## config.mk

```make
export PLATFORM = sky130hd
export DESIGN_NAME = sc_stream_decoder
export DESIGN_NICKNAME = d
export VERILOG_FILES = /design/src/rtl/sc_decoder_pkg.sv /design/src/rtl/sc_window_counter.sv /design/src/rtl/sc_stream_decoder.sv
export SDC_FILE = /design/constraint.sdc
export NUM_CORES = 1
export LEC_CHECK = 0
export BUFFER_PORTS_ARGS = -buffer_cell sky130_fd_sc_hd__buf_4
export CORE_UTILIZATION = 30
export CTS_CLUSTER_DIAMETER = 30
export CTS_CLUSTER_SIZE = 16
export DETAILED_ROUTE_END_ITERATION = 8
export GPL_ROUTABILITY_DRIVEN = 0
export MAX_ROUTING_LAYER = met4
export PLACE_DENSITY = 0.59
export SKIP_LAST_GASP = 1
export SLEW_MARGIN = 20
export SYNTH_ARGS = -nofsm -noshare
export SYNTH_HDL_FRONTEND = slang
export SYNTH_SLANG_ARGS = --single-unit
```

## constraint.sdc

```tcl
create_clock -name clk -period 1.47 [get_ports clk]
set_input_delay 0.147 -clock clk [delete_from_list [all_inputs] [get_ports clk]]
set_output_delay 0.147 -clock clk [all_outputs]
set_load 0.01 [all_outputs]
```

## src/rtl/sc_decoder_pkg.sv

```systemverilog
// Shared types and constants for the stochastic-to-binary stream decoder.
package sc_decoder_pkg;

    typedef enum logic [1:0] {
        IDLE  = 2'd0,
        ACCUM = 2'd1,
        DONE  = 2'd2
    } state_t;

    // Window length in samples for a given log2 size.
    function automatic int window_len(input int width);
        return 1 << width;
    endfunction

endpackage

```

## src/rtl/sc_window_counter.sv

```systemverilog
// Sample counter for one conversion window; flags the last valid sample.
module sc_window_counter
    import sc_decoder_pkg::*;
#(
    parameter int WIDTH = 8
) (
    input  logic clk_i,
    input  logic rst_ni,
    input  logic clr_i,
    input  logic en_i,
    output logic tc_o
);

    localparam logic [WIDTH-1:0] LAST_SAMPLE = WIDTH'(window_len(WIDTH) - 1);

    logic [WIDTH-1:0] count_q;
    logic [WIDTH-1:0] count_d;

    always_comb begin
        count_d = count_q;
        if (clr_i) begin
            count_d = '0;
        end else if (en_i) begin
            count_d = count_q + 1'b1;
        end
    end

    always_ff @(posedge clk_i or negedge rst_ni) begin
        if (!rst_ni) begin
            count_q <= '0;
        end else begin
            count_q <= count_d;
        end
    end

    // Terminal count only fires on the valid sample that completes the window.
    assign tc_o = en_i && (count_q == LAST_SAMPLE);

endmodule

```

## src/rtl/sc_stream_decoder.sv

```systemverilog
// Counts ones in a 2^WIDTH-sample stochastic window and presents the result.
// Define SC_DECODER_BIPOLAR_EN to report 2*ones - 2^WIDTH instead of the raw count.
module sc_stream_decoder
    import sc_decoder_pkg::*;
#(
    parameter int WIDTH = 8
) (
    input  logic             clk,
    input  logic             rst,
    input  logic             start,
    input  logic             bit_in,
    input  logic             bit_valid,
    output logic             busy,
    output logic             done,
    output logic [WIDTH+1:0] value
);

    state_t           state_q;
    state_t           state_d;
    logic [WIDTH:0]   ones_q;
    logic [WIDTH:0]   ones_d;
    logic [WIDTH:0]   ones_next;
    logic [WIDTH+1:0] value_q;
    logic [WIDTH+1:0] value_d;
    logic             cnt_clr;
    logic             cnt_en;
    logic             cnt_tc;

`ifdef SC_DECODER_BIPOLAR_EN
    localparam logic [WIDTH+1:0] WIN_EXT = (WIDTH+2)'(window_len(WIDTH));
`endif

    sc_window_counter #(
        .WIDTH (WIDTH)
    ) u_window_counter (
        .clk_i  (clk),
        .rst_ni (rst),
        .clr_i  (cnt_clr),
        .en_i   (cnt_en),
        .tc_o   (cnt_tc)
    );

    assign ones_next = ones_q + {{WIDTH{1'b0}}, bit_in};

    always_comb begin
        state_d = state_q;
        ones_d  = ones_q;
        value_d = value_q;
        cnt_clr = 1'b0;
        cnt_en  = 1'b0;
        unique case (state_q)
            IDLE, DONE: begin
                state_d = IDLE;
                if (start) begin
                    state_d = ACCUM;
                    ones_d  = '0;
                    cnt_clr = 1'b1;
                end
            end
            ACCUM: begin
                if (bit_valid) begin
                    ones_d = ones_next;
                    cnt_en = 1'b1;
                    if (cnt_tc) begin
                        state_d = DONE;
`ifdef SC_DECODER_BIPOLAR_EN
                        // Modulo subtraction yields the two's-complement result directly.
                        value_d = {ones_next, 1'b0} - WIN_EXT;
`else
                        value_d = {1'b0, ones_next};
`endif
                    end
                end
            end
            default: state_d = IDLE;
        endcase
    end

    always_ff @(posedge clk or negedge rst) begin
        if (!rst) begin
            state_q <= IDLE;
            ones_q  <= '0;
            value_q <= '0;
        end else begin
            state_q <= state_d;
            ones_q  <= ones_d;
            value_q <= value_d;
        end
    end

    assign busy  = (state_q == ACCUM);
    assign done  = (state_q == DONE);
    assign value = value_q;

endmodule

```

## Word level (Yosys, flattened, before mapping)

Cells that the tools add are included.
Widths: inputs -> output; s select.

| storage, ports and cells | value |
|---|---|
| word-level logic and storage cells | 33 |
| register bits after elaboration | 28 |
| bits of input ports | 5 |

| cells by class | value |
|---|---|
| muxes and demuxes | 13 |
| $add $sub $neg | 2 |
| reductions and logical operators | 8 |
| equal/unequal tests | 6 |

Operators with widths:

| kind | count |
|---|---|
| $mux 9 | 2 |
| $pmux 9 s2 | 1 |
| $mux 8 | 2 |
| $add 9x1->9 | 1 |
| $add 8x1->8 const B | 1 |
| $eq 8x8->1 const B | 1 |
| $reduce_and 3->1 | 2 |
| $mux 1 | 5 |
| $mux 2 | 2 |
| $ne 2x2->1 const B | 2 |
| $pmux 2 s2 | 1 |
| $reduce_bool 2->1 | 2 |
| $eq 2x1->1 const B | 1 |
| $eq 2x2->1 const B | 1 |
| $logic_not 2->1 | 1 |
| $ne 2x1->1 const B | 1 |
| $reduce_and 2->1 | 1 |
| $reduce_or 2->1 | 1 |
| $logic_and 1x1->1 | 1 |

## Longest topological paths before layout

| depth | value |
|---|---|
| word-level depth | 6 |
| depth in mapped cells | 7 |

## By module

From an unflattened synthesis, not the netlist that was laid out.

| second synthesis, totals | value |
|---|---|
| cells, all modules | 137 |
| area total of the unflattened synthesis | 1365.1 um2 |

By module, submodules not included:

| module | cells an instance | area an instance (um2) | instances |
|---|---|---|---|
| sc_stream_decoder | 98 | 962.2 | 1 |
| sc_window_counter | 39 | 402.9 | 1 |

## Least setup slack after synthesis

Ideal clock, no wire load.

| timing path | value |
|---|---|
| kind | reg-to-reg |
| start | register ones_q[0] |
| end | register ones_q[8] |
| data arrival time | 1.487 ns |
| data required time | 1.387 ns |
| setup slack | -0.100 ns |
| stages on the path, launching flop included | 8 |
| cell sequence | dfrtp_1 ha_1 ha_1 clkbuf_2 nand3_1 or2_2 or3_1 o21ai_0 |

| on the way | value |
|---|---|
| longest elaborated chain between the ends | 3 |

Ends and longest elaborated chain:

| element | line | text |
|---|---|---|
| start: declaration | sc_stream_decoder.sv:20 | `logic [WIDTH:0] ones_q;` |
| start signal: assignment | sc_stream_decoder.sv:86 | `ones_q <= ones_d;` |
| $add 9x1->9 | sc_stream_decoder.sv:43 | `assign ones_next = ones_q + {{WIDTH{1'b0}}, bit_in};` |
| $mux 9 | sc_stream_decoder.sv:61 | `if (bit_valid) begin` |
| $pmux 9 s2 | sc_stream_decoder.sv:51 | `unique case (state_q)` |

No other way between the ends. The select of a mux whose other input is x is not followed.
A chain may end at the register's enable or synchronous reset.

## Final worst setup path

| timing path | value |
|---|---|
| start | register u_window_counter.count_q[0] |
| end | register value_q[0] (netlist: value[0]) |

| on the way | value |
|---|---|
| longest elaborated chain between the ends | 3 |

Ends and longest elaborated chain:

| element | line | text |
|---|---|---|
| start: declaration | sc_window_counter.sv:16 | `logic [WIDTH-1:0] count_q;` |
| start signal: assignment | sc_window_counter.sv:32 | `count_q <= count_d;` |
| $eq 8x8->1 | sc_window_counter.sv:37 | `assign tc_o = en_i && (count_q == LAST_SAMPLE);` |
| $logic_and 1x1->1 | sc_window_counter.sv:37 |  |
| $reduce_and 3->1 (no line) | - |  |
| end signal: assignment | sc_stream_decoder.sv:87 | `value_q <= value_d;` |
| end: declaration | sc_stream_decoder.sv:23 | `logic [WIDTH+1:0] value_q;` |

No other way between the ends.

==> impl_results.rst <==
.. list-table::
   :header-rows: 1

   * - Metric
     - Value
   * - Result of the run
     - complete, but fails checks
   * - Failing checks
     - negative setup slack
   * - H-tree depth
     - 1
   * - Die extent in x
     - 69.7 um
   * - Overall global routing resource usage
     - about 14%
   * - # nets final
     - between 150 and 200
   * - Total vias in the final route
     - 1,104
   * - Minimum clock period
     - approximately 1500 ps
   * - CP arrival
     - 1680 ps
   * - Power per cell area
     - ~1100 nW/um2
   * - Average wire length per cell after detail routing
     - 14.3 um
   * - Startpoint class of the critical path
     - register
   * - DIE HEIGHT
     - between 60 and 70 um
   * - Clock root cell
     - sky130_fd_sc_hd__clkbuf_8
   * - Number of clock sinks
     - 28
   * - Multi-input logic area
     - 731 um2
   * - Finish-stage setup viols
     - 2
   * - Clock latency reported for the late side of the worst-skew pair
     - 290 ps
   * - Hold Path Stages
     - 3
   * - Worst Hold Class
     - input pin to register
   * - Synthesized flop and latch total
     - 28
   * - Final Slew Violations
     - 0
   * - Wire length of the first global-routing pass
     - about 5.1 mm
   * - Leak Pwr
     - 0.816 nW
   * - Clock-pin slew on the worst setup and hold paths
     - ~110 ps
   * - Initial detailed-routing violation count
     - 30
   * - Leading cell types in the layout, fill and taps excluded
     - sky130_fd_sc_hd__buf_4, sky130_fd_sc_hd__dfrtp_1, sky130_fd_sc_hd__nand2_1, sky130_fd_sc_hd__o21ai_0
   * - Per-instance average area after synthesis
     - about 9.8 um2
   * - Fmax
     - 670 MHz
   * - Net switching power
     - between 0.6 and 0.7 mW
   * - Final period utilization
     - 102%
   * - Number of hold-slack violations in the final timing report
     - 0
   * - Critical path capture point type
     - register
   * - Net switching share of the total power
     - approximately 30%
   * - Finished Core Util
     - between 40% and 50%
   * - Count of synthesis-stage warnings from yosys
     - 0
   * - Setup clock skew after layout
     - around 17 ps
   * - I/O pin count
     - 17
   * - Post-detailed-routing wire length
     - 3.16 mm
   * - Final antenna-violating net count
     - 0
   * - Starting utilization of the core area
     - about a third
   * - Antenna violations before repair
     - 0
   * - Core region area
     - between 4000 and 5000 um2
   * - Detailed-route vias per instance
     - between 4 and 5
   * - Die area
     - between 4000 and 5000 um2
   * - Setup Crit Path Kind
     - register to register
   * - Synthesized instance count
     - 140
   * - Sum of negative setup slack
     - -44.5 ps
   * - Worst setup margin
     - -22.4 ps
   * - Synthesized cell area
     - 1380 um2
   * - Fraction of final layout cells with drive strength greater than 1
     - 34.9%
   * - Worst-case clock buffer depth
     - 2
   * - Detailed-router iteration count before antenna repair
     - 4
   * - Pre-CTS WS
     - -32.7 ps
   * - Endpoint required time on the critical path
     - around 1700 ps
   * - Peak supply drop
     - slightly above 800 uV
   * - Number of cells on the worst reg-to-reg path
     - 5
   * - Storage element area
     - approximately 700 um2
   * - Via count of the first global-routing pass
     - between 1,000 and 1,500
   * - TritonCTS clock tree
     - done
   * - Number of max-cap violations
     - 0
   * - RSZ-0062 raised after global routing
     - true
   * - Fraction of power consumed by sequential logic
     - 46.7%
   * - HPWL after detailed placement
     - between 2 and 2.5 mm
   * - Sequential area share after synthesis
     - about half
   * - Net count after synthesis
     - between 100 and 150
   * - Site row count
     - 24
   * - Cell-internal power
     - roughly 1.5 mW
   * - Number of buffers inserted during clock tree synthesis
     - 3
   * - Remaining Overflow, GRT
     - 0
   * - Remaining design rule violation count
     - 0
   * - Clock network fraction of design power
     - ~30%
   * - Hold Worst Slack
     - approximately 150 ps
   * - Area growth, synth to finish
     - 34.5%
   * - Count of filler cells inserted in the layout
     - 431
   * - Count of cell types in the netlist
     - 34
   * - I/O Buffers
     - 15
   * - Pin count of the biggest net entering global routing
     - 29
   * - Ant diodes
     - 0
   * - Maximum net fanout on the critical path
     - 5
   * - Part of the power in combinational logic
     - around a quarter
==> metrics by stage <==
step	cell area [um2]	power (mW)	cells
floorplan	1410	1.27	140
global placement	1630	1.43	212
detailed placement	1630	1.46	212
CTS	1720	2.11	217
global route	1850	2.25	221
finish	1850	2.12	221
==> power groups by stage <==
stage	combinational (mW)	clock, mW	sequential [mW]
6_report	0.503	0.626	0.988
5_1_grt	0.581	0.673	1.00
4_1_cts	0.478	0.649	0.986
3_5_place_dp	0.464	0	0.998
3_3_place_gp	0.437	0	0.992
2_1_floorplan	0.312	0	0.962
==> logic make-up after synthesis <==
family	after synthesis	synth area share, %
AOI/OAI and AO/OA	30	12.7
other	1	0.273
xor gates and xnor gates	12	7.64
muxes	2	1.64
and+or+nand+nor	54	20.2
adders and majority gates	3	2.73
DFF	28	51.0
buffers and inverters	10	3.82
==> synth_stat cells, drive strengths merged <==
library cell,instances,area (um2)
and2,2,12.5
and3b,1,8.76
xor2,5,43.8
nor2b,3,18.8
o211ai,2,15.0
buf,4,28.8
nand2,12,45.0
dfrtp,28,701
o21ai,9,45.0
nand2b,1,6.26
ha,3,37.5
a22o,1,8.76
clkbuf,3,12.5
nor3,2,21.3
o31ai,5,37.5
or3,3,18.8
nand3b,1,7.51
a21oi,12,60.1
nor4,1,6.26
mux2,2,22.5
conb,1,3.75
nand4,4,25.0
a41oi,1,8.76
and3,1,6.26
nor2,15,56.3
nand4b,1,8.76
or2,1,6.26
nand3,6,30.0
xnor2,7,61.3
inv,3,11.3
==> state kept, by name (all words and copies together), names as in the netlist <==
signal	flops
value	9
ones_q	9
u_window_counter.count_q	8
state_q	2
==> final cells by class <==
type | count | area share, %
Sequential cell | 28 | 37.9
Clock inverter | 1 | 1.62
Multi-Input combinational cell | 102 | 39.5
Tap cell | 52 | 3.52
Timing Repair Buffer | 32 | 14.6
Clock buffer | 3 | 2.23
Inverter | 3 | 0.609
==> worst max-delay path: stages, from the launching register on <==
cell and delay (ps):
sky130_fd_sc_hd__dfrtp_1 360, sky130_fd_sc_hd__ha_2 190, sky130_fd_sc_hd__nand4_1 170, sky130_fd_sc_hd__nor3_4 240, sky130_fd_sc_hd__buf_12 150, sky130_fd_sc_hd__mux2_4 290
==> worst paths after layout <==
check,start,end,slack (ps)
worst max-delay path,u_window_counter.count_q[0]$_DFFE_PN0P_,value[0]$_DFFE_PN0P_,-20
worst min-delay path,start,state_q[0]$_DFFE_PN0P_,150
worst max register to register,u_window_counter.count_q[0]$_DFFE_PN0P_,value[0]$_DFFE_PN0P_,-20
worst min register to register,value[1]$_DFFE_PN0P_,value[1]$_DFFE_PN0P_,530
max in group asynchronous,rst,u_window_counter.count_q[3]$_DFFE_PN0P_,870
min in group asynchronous,rst,value[6]$_DFFE_PN0P_,300
==> timing repair <==
item | in CTS | in global routing
gates resized for setup | 2 | 24
setup buffers | 0 | 3
setup endpoints to repair | 4 | 20
endpoints found under the hold margin | 28 | 0
pin swaps | 1 | 5
hold buffers | 1 | 0
cloned | 0 | 1
==> layer usage <==
| metal | part of all wire [%] | global-route usage (%) | vias to the layer above |
|---|---|---|---|
| met5 | 0 | - | - |
| met1 | 46 | 16.9 | 540 |
| li1 | - | - | 545 |
| met2 | 51 | 22.8 | 17 |
| met4 | 0.47 | 2.67 | 0 |
| met3 | 3.0 | 3.49 | 2 |
Note: power is estimated with default switching activity, not from simulation.
